**src/rtl/wb_sram_bridge.sv**
```systemverilog
// rtl/wb_sram_bridge.sv - Wishbone classic slave bridging a 4 KiB window onto two single-port SRAM banks
//
// Ports:
//   clk_i, rst_i             clock, synchronous active-high reset
//   wbs_cyc_i/stb_i/we_i     Wishbone cycle, strobe, write enable
//   wbs_sel_i, wbs_adr_i     byte lanes, byte address
//   wbs_dat_i, wbs_dat_o     write data in, read data out (zero unless acking)
//   wbs_ack_o                single-cycle acknowledge
//   o_csb0/o_web0/o_wmask0/o_waddr0/o_din0, i_dout0           bank 0 SRAM pins
//   o_csb0_1/o_web0_1/o_wmask0_1/o_waddr0_1/o_din0_1, i_dout0_1  bank 1 SRAM pins
module wb_sram_bridge #(
  parameter logic [31:0] BASE_ADDR = 32'h3000_0000,
  parameter int          ADDR_W    = 9,
  parameter logic [31:0] ERR_DATA  = 32'h0000_0000
) (
  input  logic              clk_i,
  input  logic              rst_i,
  input  logic              wbs_cyc_i,
  input  logic              wbs_stb_i,
  input  logic              wbs_we_i,
  input  logic [3:0]        wbs_sel_i,
  input  logic [31:0]       wbs_adr_i,
  input  logic [31:0]       wbs_dat_i,
  output logic              wbs_ack_o,
  output logic [31:0]       wbs_dat_o,
  output logic              o_csb0,
  output logic              o_web0,
  output logic [3:0]        o_wmask0,
  output logic [ADDR_W-1:0] o_waddr0,
  output logic [31:0]       o_din0,
  input  logic [31:0]       i_dout0,
  output logic              o_csb0_1,
  output logic              o_web0_1,
  output logic [3:0]        o_wmask0_1,
  output logic [ADDR_W-1:0] o_waddr0_1,
  output logic [31:0]       o_din0_1,
  input  logic [31:0]       i_dout0_1
);

  typedef enum logic [1:0] {IDLE, CMD, RWAIT, ACK} state_t;

  state_t state;
  logic   we_q;
  logic   bank_q;
  logic   skip_q;   // blocks acceptance in the cycle right after an ack

  logic              hit;
  logic              req_bank;
  logic [ADDR_W-1:0] req_word;
  logic [3:0]        req_mask;
  logic              unused_adr;

  assign hit        = (wbs_adr_i[31:12] == BASE_ADDR[31:12]);
  assign req_bank   = wbs_adr_i[11];
  assign req_word   = wbs_adr_i[2 +: ADDR_W];
  assign req_mask   = wbs_we_i ? wbs_sel_i : 4'hF;
  assign unused_adr = ^wbs_adr_i[1:0];

  always_ff @(posedge clk_i) begin
    if (rst_i) begin
      state      <= IDLE;
      we_q       <= 1'b0;
      bank_q     <= 1'b0;
      skip_q     <= 1'b0;
      wbs_ack_o  <= 1'b0;
      wbs_dat_o  <= 32'h0;
      o_csb0     <= 1'b1;
      o_web0     <= 1'b1;
      o_wmask0   <= 4'h0;
      o_waddr0   <= '0;
      o_din0     <= 32'h0;
      o_csb0_1   <= 1'b1;
      o_web0_1   <= 1'b1;
      o_wmask0_1 <= 4'h0;
      o_waddr0_1 <= '0;
      o_din0_1   <= 32'h0;
    end else begin
      // SRAM strobes are only active for the single CMD cycle; address and
      // data hold so the macro inputs do not toggle needlessly.
      o_csb0     <= 1'b1;
      o_web0     <= 1'b1;
      o_wmask0   <= 4'h0;
      o_csb0_1   <= 1'b1;
      o_web0_1   <= 1'b1;
      o_wmask0_1 <= 4'h0;
      wbs_ack_o  <= 1'b0;
      wbs_dat_o  <= 32'h0;

      case (state)
        IDLE: begin
          if (skip_q) begin
            skip_q <= 1'b0;
          end else if (wbs_cyc_i && wbs_stb_i) begin
            if (hit) begin
              we_q   <= wbs_we_i;
              bank_q <= req_bank;
              state  <= CMD;
              if (!req_bank) begin
                o_csb0   <= 1'b0;
                o_web0   <= ~wbs_we_i;
                o_wmask0 <= req_mask;
                o_waddr0 <= req_word;
                o_din0   <= wbs_dat_i;
              end else begin
                o_csb0_1   <= 1'b0;
                o_web0_1   <= ~wbs_we_i;
                o_wmask0_1 <= req_mask;
                o_waddr0_1 <= req_word;
                o_din0_1   <= wbs_dat_i;
              end
            end else begin
              // Out-of-window: ack immediately, drop writes, return ERR_DATA on reads.
              wbs_ack_o <= 1'b1;
              wbs_dat_o <= wbs_we_i ? 32'h0 : ERR_DATA;
              state     <= ACK;
            end
          end
        end

        CMD: begin
          // The SRAM command has already been issued; an abort only suppresses the ack.
          if (!wbs_cyc_i) begin
            state <= IDLE;
          end else if (we_q) begin
            wbs_ack_o <= 1'b1;
            state     <= ACK;
          end else begin
            state <= RWAIT;
          end
        end

        RWAIT: begin
          if (!wbs_cyc_i) begin
            state <= IDLE;
          end else begin
            wbs_ack_o <= 1'b1;
            wbs_dat_o <= bank_q ? i_dout0_1 : i_dout0;
            state     <= ACK;
          end
        end

        ACK: begin
          state  <= IDLE;
          skip_q <= 1'b1;
        end

        default: state <= IDLE;
      endcase
    end
  end

endmodule

```
**config.mk**
```make
export PLATFORM = sky130hd
export DESIGN_NAME = wb_sram_bridge
export DESIGN_NICKNAME = d
export VERILOG_FILES = /design/src/rtl/wb_sram_bridge.sv
export SDC_FILE = /design/constraint.sdc
export NUM_CORES = 1
export LEC_CHECK = 0
export BUFFER_PORTS_ARGS = -buffer_cell sky130_fd_sc_hd__buf_2
export CAP_MARGIN = 25
export CORE_ASPECT_RATIO = 1.2
export CORE_UTILIZATION = 49
export DETAILED_ROUTE_END_ITERATION = 10
export GPL_TIMING_DRIVEN = 0
export PLACE_DENSITY = 0.85
export SYNTH_ARGS = -nofsm -noshare
export SYNTH_HDL_FRONTEND = slang
export SYNTH_SLANG_ARGS = --single-unit
```
**constraint.sdc**
```tcl
create_clock -name clk_i -period 4.3 [get_ports clk_i]
set_input_delay 0.645 -clock clk_i [delete_from_list [all_inputs] [get_ports clk_i]]
set_output_delay 0.645 -clock clk_i [all_outputs]
set_load 0.02 [all_outputs]
```
==> flow_summary.ini, run 1 <==
[drt]
dr.pass1.iters = 5
ant_nets = 0
wire_per_inst_um = 17.5
postRouteWirelength_um = 17200
num_vias = 5580
drt_iter0_markers = 416
drc = 0
vias_per_cell = 5.67

[timing]
clock_skew_ns = 0.00525
report.final.setup_viol = 0
tns_ns = 0
rsz0062_at_grt = no
worst_slew_pin_slew_ns = 0.783
min_period_over_period_pct = 50.3
finalHoldViolations = 0
period_needed_ns = 2.16
fmax_ghz = 0.462
slew_violations = 0
relSlewSlack_pct = 47.8

[worst_setup_path]
reg2reg_depth = 8
crit_path_start_kind = input pin
cp_max_fo = 10
critPathCapture = o_waddr0[2]
r2r-end = o_waddr0[2]
crit_start = wbs_adr_i[16]
endpoint_kind = register
r2r_start = state[1]
crit_required_ns = 4.64
cp_data_arrival_time_ns = 2.50
worstSetupPathType = in2reg
r2r_slack_ns = 2.15

[floorplan]
rows = 40
initial_core_util_pct = 51.4
core_area_sq_um = 10200
die_area_sq_um = 11100
die_w_um = 96.2
io_pins = 264
die_h_um = 115

[job]
drv_cap = 0

[logic_synthesis]
synth_top_area_cell = dfxtp_1
yosys_warnings = 0
synth_top_cell_area_share_pct = 50.6
yosys-top-cells-area = dfxtp_1, o21ai_0, a21oi_1
syn_avg_cell_area_sq_um = 9.22
synth-seq-cells = 132
ys_seq_area_share_pct = 50.6
syn-num-nets = 708
syn_area_sq_um = 5220
synth_cell_types = 35
synth_cells = 566

[final_layout]
layout_commonest_cell = buf_2
syn2layout_area_growth_pct = 38.8
drive_above_1_share_pct = 36.2
mostFrequentLayoutCells = buf_2, dfxtp_1, o21ai_0, a21oi_1, nor2_1
nNetsFinal = 987
diodes = 0
final_cell_count_no_fill = 984

[clock_tree]
cts_setup_buffers = 0
numCtsBuffers = 17
h-tree-depth = 4
clk_latency_ns = 0.41
postCtsHoldBufs = 0
cts_resized = 0
clk_pin_slew_ns = 0.06
cts-root-buf = clkbuf_16
cts_buffer_depth = 2
cts.sinks = 132
cts_tree = done

[global_routing]
grt_max_degree = 17
grt-ovfl-total = 0
antenna_found_initial = 0
grt_pass1_wl_um = 25900
track_usage_pct = 30.9
grt_pass1_vias = 5362

[power]
p_per_area_nw_per_um2 = 405
switchingPower_mw = 0.742
power.share.clock_pct = 46.7
share_comb_of_total_power_pct = 10.0
switching_share_pct = 25.3
p_leak_nw = 3.12
vdd_ir_drop_max_mv = 0.272
pwr-share-seq_pct = 43.3
p_int_mw = 2.19

[place]
gp_congestion = 0.935
port_buffers = 260
dp.cells = 952
dpl.hpwl_um = 13300

[status]
status = completed

[hold_path]
holdCritPathClass = in2reg
==> worst max-delay path: stages <==
cell	delay [ns]
buf_2	0.10
nor4_2	0.59
and3_1	0.30
buf_2	0.25
buf_2	0.29
nand4b_1	0.13
a21oi_1	0.18
==> flip-flops by register name, indices dropped and copies added, names as in the netlist, 2 cells and up <==
signal	count
o_waddr0_1	9
state	2
o_wmask0	4
o_din0_1	32
o_wmask0_1	4
o_din0	32
o_waddr0	9
wbs_dat_o	32
==> power by group through the flow <==
stage | clock, mW | combinational, mW | sequential (mW)
after detailed placement | 0 | 0.289 | 1.30
after global routing | 1.44 | 0.321 | 1.27
final | 1.37 | 0.293 | 1.27
after floorplan | 0 | 0.136 | 1.31
after CTS | 1.38 | 0.292 | 1.27
after global placement | 0 | 0.275 | 1.29
==> cells in the mapped netlist <==
cell type / number
dfxtp_1: 132
o21ai_0: 85
a21oi_1: 83
nor2_1: 47
clkbuf_1: 46
nand4_1: 43
nand4b_1: 42
mux2i_1: 33
buf_2: 9
buf_1: 5
ha_1: 5
inv_1: 4
nand2_1: 3
nand3_1: 3
a211oi_1: 2
and3_1: 2
buf_6: 2
nor4_2: 2
nor4_4: 2
a2111oi_0: 1
a21o_1: 1
a31oi_1: 1
and2_1: 1
and4b_1: 1
and4bb_2: 1
nand2b_1: 1
nand3_2: 1
nand3b_1: 1
nor3b_1: 1
o31ai_1: 1
o32ai_1: 1
or2_1: 1
or2_2: 1
or4_4: 1
or4bb_1: 1
==> worst min path at each step <==
stage | endpoint | startpoint | slack (ns) | depth (start not counted)
global route | o_wmask0_1[0] | wbs_sel_i[0] | 0.47 | 3
detailed placement | o_din0[9] | o_din0[9] | 0.46 | 2
CTS | o_wmask0_1[1] | wbs_sel_i[1] | 0.44 | 3
floorplan | we_q | we_q | 0.45 | 2
global placement | o_din0[31] | o_din0[31] | 0.45 | 2
finish | o_wmask0_1[1] | wbs_sel_i[1] | 0.46 | 3
==> through the flow <==
| step | hold WS (ns) | setup WS [ns] | utilization (%) | instance area [sq um] | power (mW) |
|---|---|---|---|---|---|
| after floorplan | 0.454 | 2.11 | - | 5220 | 1.45 |
| after global placement | 0.454 | 1.79 | 65.7 | 6680 | 1.57 |
| after detailed placement | 0.464 | 1.73 | 65.7 | 6680 | 1.58 |
| after CTS | 0.443 | 2.14 | 71.3 | 7250 | 2.94 |
| after global routing | 0.465 | 1.96 | 71.3 | 7250 | 3.04 |
| final | 0.455 | 2.14 | 71.3 | 7250 | 2.93 |
==> layer usage <==
layer	vias up	GRT usage, %	part of all wire, %
li1	2628	-	-
met1	2634	32.7	36
met2	275	54.9	52
met3	43	9.85	9.7
met4	0	14.6	2.7
met5	-	0	0
==> kinds of logic (layout without fill, tap and decap cells) <==
kind of cell	Yosys count	after routing	synth area share [%]
compound gates	175	175	17.1
fa+ha+maj	5	5	1.20
buf+inv	66	358	5.25
flops	132	132	50.6
mux	33	33	6.33
simple gates	155	155	19.4
==> cell type report <==
| class | count | area (sq um) |
|---|---|---|
| tap | 126 | 158 |
| multi-input combinational | 368 | 2300 |
| clock buffer | 18 | 439 |
| timing repair buffer | 260 | 1300 |
| sequential | 132 | 2640 |
| buffer | 62 | 259 |
| clock inverter | 14 | 129 |
| fill | 817 | 2910 |
| inverter | 4 | 15.0 |
No activity file was read; power rests on OpenSTA's default activity.
==> run 2: changes to the inputs <==
--- a/config.mk
+++ b/config.mk
@@ -8,10 +8,10 @@
 export BUFFER_PORTS_ARGS = -buffer_cell sky130_fd_sc_hd__buf_2
 export CAP_MARGIN = 25
 export CORE_ASPECT_RATIO = 1.2
-export CORE_UTILIZATION = 49
+export CORE_UTILIZATION = 41
 export DETAILED_ROUTE_END_ITERATION = 10
 export GPL_TIMING_DRIVEN = 0
-export PLACE_DENSITY = 0.85
+export PLACE_DENSITY = 0.76
 export SYNTH_ARGS = -nofsm -noshare
 export SYNTH_HDL_FRONTEND = slang
 export SYNTH_SLANG_ARGS = --single-unit
==> constraint.sdc (replaced) <==
create_clock -name clk_i -period 1.9 [get_ports clk_i]
set_input_delay 0.285 -clock clk_i [delete_from_list [all_inputs] [get_ports clk_i]]
set_output_delay 0.285 -clock clk_i [all_outputs]
set_load 0.02 [all_outputs]
==> run 2 against run 1 <==
Cell count up 4.3%. Count of clock-buffer cells in the layout up 2. Sequential share of layout area down 1.1 points. Global-route usage down 4.9 points. Power up 140%. Combinational power up 140%. Critical path depth down 1. Non-clock buffer count up 5. First-iteration DRC count down 40%. Worst hold slack worse by 0.34 ns. Design area up 3.1%.
==> flow_summary.ini, run 2 (synthesis gave the netlist of run 1 again) <==
[status]
status = completed

[worst_setup_path]
cp_max_fo = 6
cpLargestDelayFamily = simple AND/OR/NAND/NOR gates
worstSetupPathType = reg2reg
cp_num_buf_inv = 2
endpoint_kind = register
cp_data_arrival_time_ns = 2.13
critPathMaxStageDelay_ns = 0.42
cpMaxStageDelayCell = or4_4
crit_required_ns = 2.19
crit_path_cell_trace = inv_2 > ha_4 > or4bb_1 > or4_4 > buf_6 > or2_1
crit_path_start_kind = register

[floorplan]
die_area_sq_um = 13200
initial_core_util_pct = 42.5
die_w_um = 105
rows = 44
core_area_sq_um = 12300
io_pins = 264
die_h_um = 126

[power]
power.share.clock_pct = 49.5
pwr-share-seq_pct = 40.7
power_mw = 7.06
share_comb_of_total_power_pct = 9.8
p_leak_nw = 3.20
p_int_mw = 5.41
switchingPower_mw = 1.65
p_per_area_nw_per_um2 = 946
switching_share_pct = 23.4
vdd_ir_drop_max_mv = 0.602

[timing]
worst_slew_pin_slew_ns = 0.736
report.final.setup_viol = 0
relSlewSlack_pct = 51.0
clock_skew_ns = 0.0100
slew_violations = 0
holdWs_ns = 0.117
fmax_ghz = 0.543
finalHoldViolations = 0
period_needed_ns = 1.84
min_period_over_period_pct = 96.9
tns_ns = 0

[clock_tree]
h-tree-depth = 4
cts-root-buf = clkbuf_16
clk_pin_slew_ns = 0.06
numCtsBuffers = 17
cts_tree = done
cts_buffer_depth = 2
cts.sinks = 132
clk_latency_ns = 0.41

[final_layout]
syn2layout_area_growth_pct = 43.1
final_cell_count_no_fill = 1026
final_util_pct = 60.8
multi_input_area_sq_um = 2320
mostFrequentLayoutCells = buf_2, dfxtp_1, o21ai_0, a21oi_1, nor2_1
drive_above_1_share_pct = 38.4
layout_commonest_cell = buf_2
num-fill-cells = 1166
ff_latch_area_sq_um = 2650
reg.largest.list = o_din0 x32, o_din0_1 x32, wbs_dat_o x32
nNetsFinal = 992

[place]
dp.cells = 987
dpl.hpwl_um = 13400
gp_congestion = 0.848
port_buffers = 260

[drt]
drt_iter0_markers = 249
ant_nets = 0
postRouteWirelength_um = 17600
dr.pass1.iters = 4
wire_per_inst_um = 17.1
vias_per_cell = 5.29
drc = 0
num_vias = 5424

[global_routing]
grt_pass1_wl_um = 26400
grt_max_degree = 17
grt_pass1_vias = 5281
track_usage_pct = 26.0
grt-ovfl-total = 0
antenna_found_initial = 3

[hold_path]
holdCritPathClass = in2reg

[job]
drv_cap = 0
-- run 2: area by class of cell --
class                           count  area share [%]
Antenna cell                        2          0.0670
Buffer                             62            4.14
Clock buffer                       20            6.11
Clock inverter                     12            2.36
Inverter                            4           0.201
Multi-Input combinational cell    368            31.1
Sequential cell                   132            35.4
Tap cell                          161            2.70
Timing Repair Buffer              265            17.9
-- run 2: per-layer routing --
layer	routed length (um)	up-vias	GRT usage, %
met2	8730	232	45.9
met5	8	-	0
met3	1590	34	10.1
met1	6720	2508	27.2
met4	519	2	11.6
li1	-	2648	-
-- run 2: worst paths after layout --
path	end	slack, ns	startpoint	cells past startpoint
worst max-delay path	o_web0	0.06	state[0]	6
worst min-delay path	wbs_dat_o[17]	0.12	i_dout0[17]	3
worst max register to register	o_web0	0.06	state[0]	6
worst min register to register	o_din0[24]	0.47	o_din0[24]	2
-- run 2: worst register-to-register path: stages (launching register included) --
cell,delay (ns)
dfxtp_2,0.33
inv_2,0.10
ha_4,0.15
or4bb_1,0.39
or4_4,0.43
buf_6,0.14
or2_1,0.19
-- run 2: power by group through the flow --
stage	Combinational, mW	Sequential (mW)	Clock (mW)
after global placement	0.644	2.92	0
after floorplan	0.308	2.97	0
after global routing	0.742	2.88	3.68
final	0.689	2.88	3.50
after detailed placement	0.650	2.93	0
after CTS	0.660	2.87	3.53
-- run 2: through the flow --
stage	worst slack, ns	cell area, sq um
after floorplan	0.0679	5220
after global placement	-0.214	6720
after detailed placement	-0.241	6720
after CTS	0.00286	7440
after global routing	-0.00443	7470
final	0.0591	7470
-- run 2: repair_timing --
item / CTS / global route
pin swaps: 1 / 0
setup buffers: 5 / 0
hold buffers: 0 / 0
gates resized for setup: 25 / 7
endpoints found under the setup margin: 83 / 78
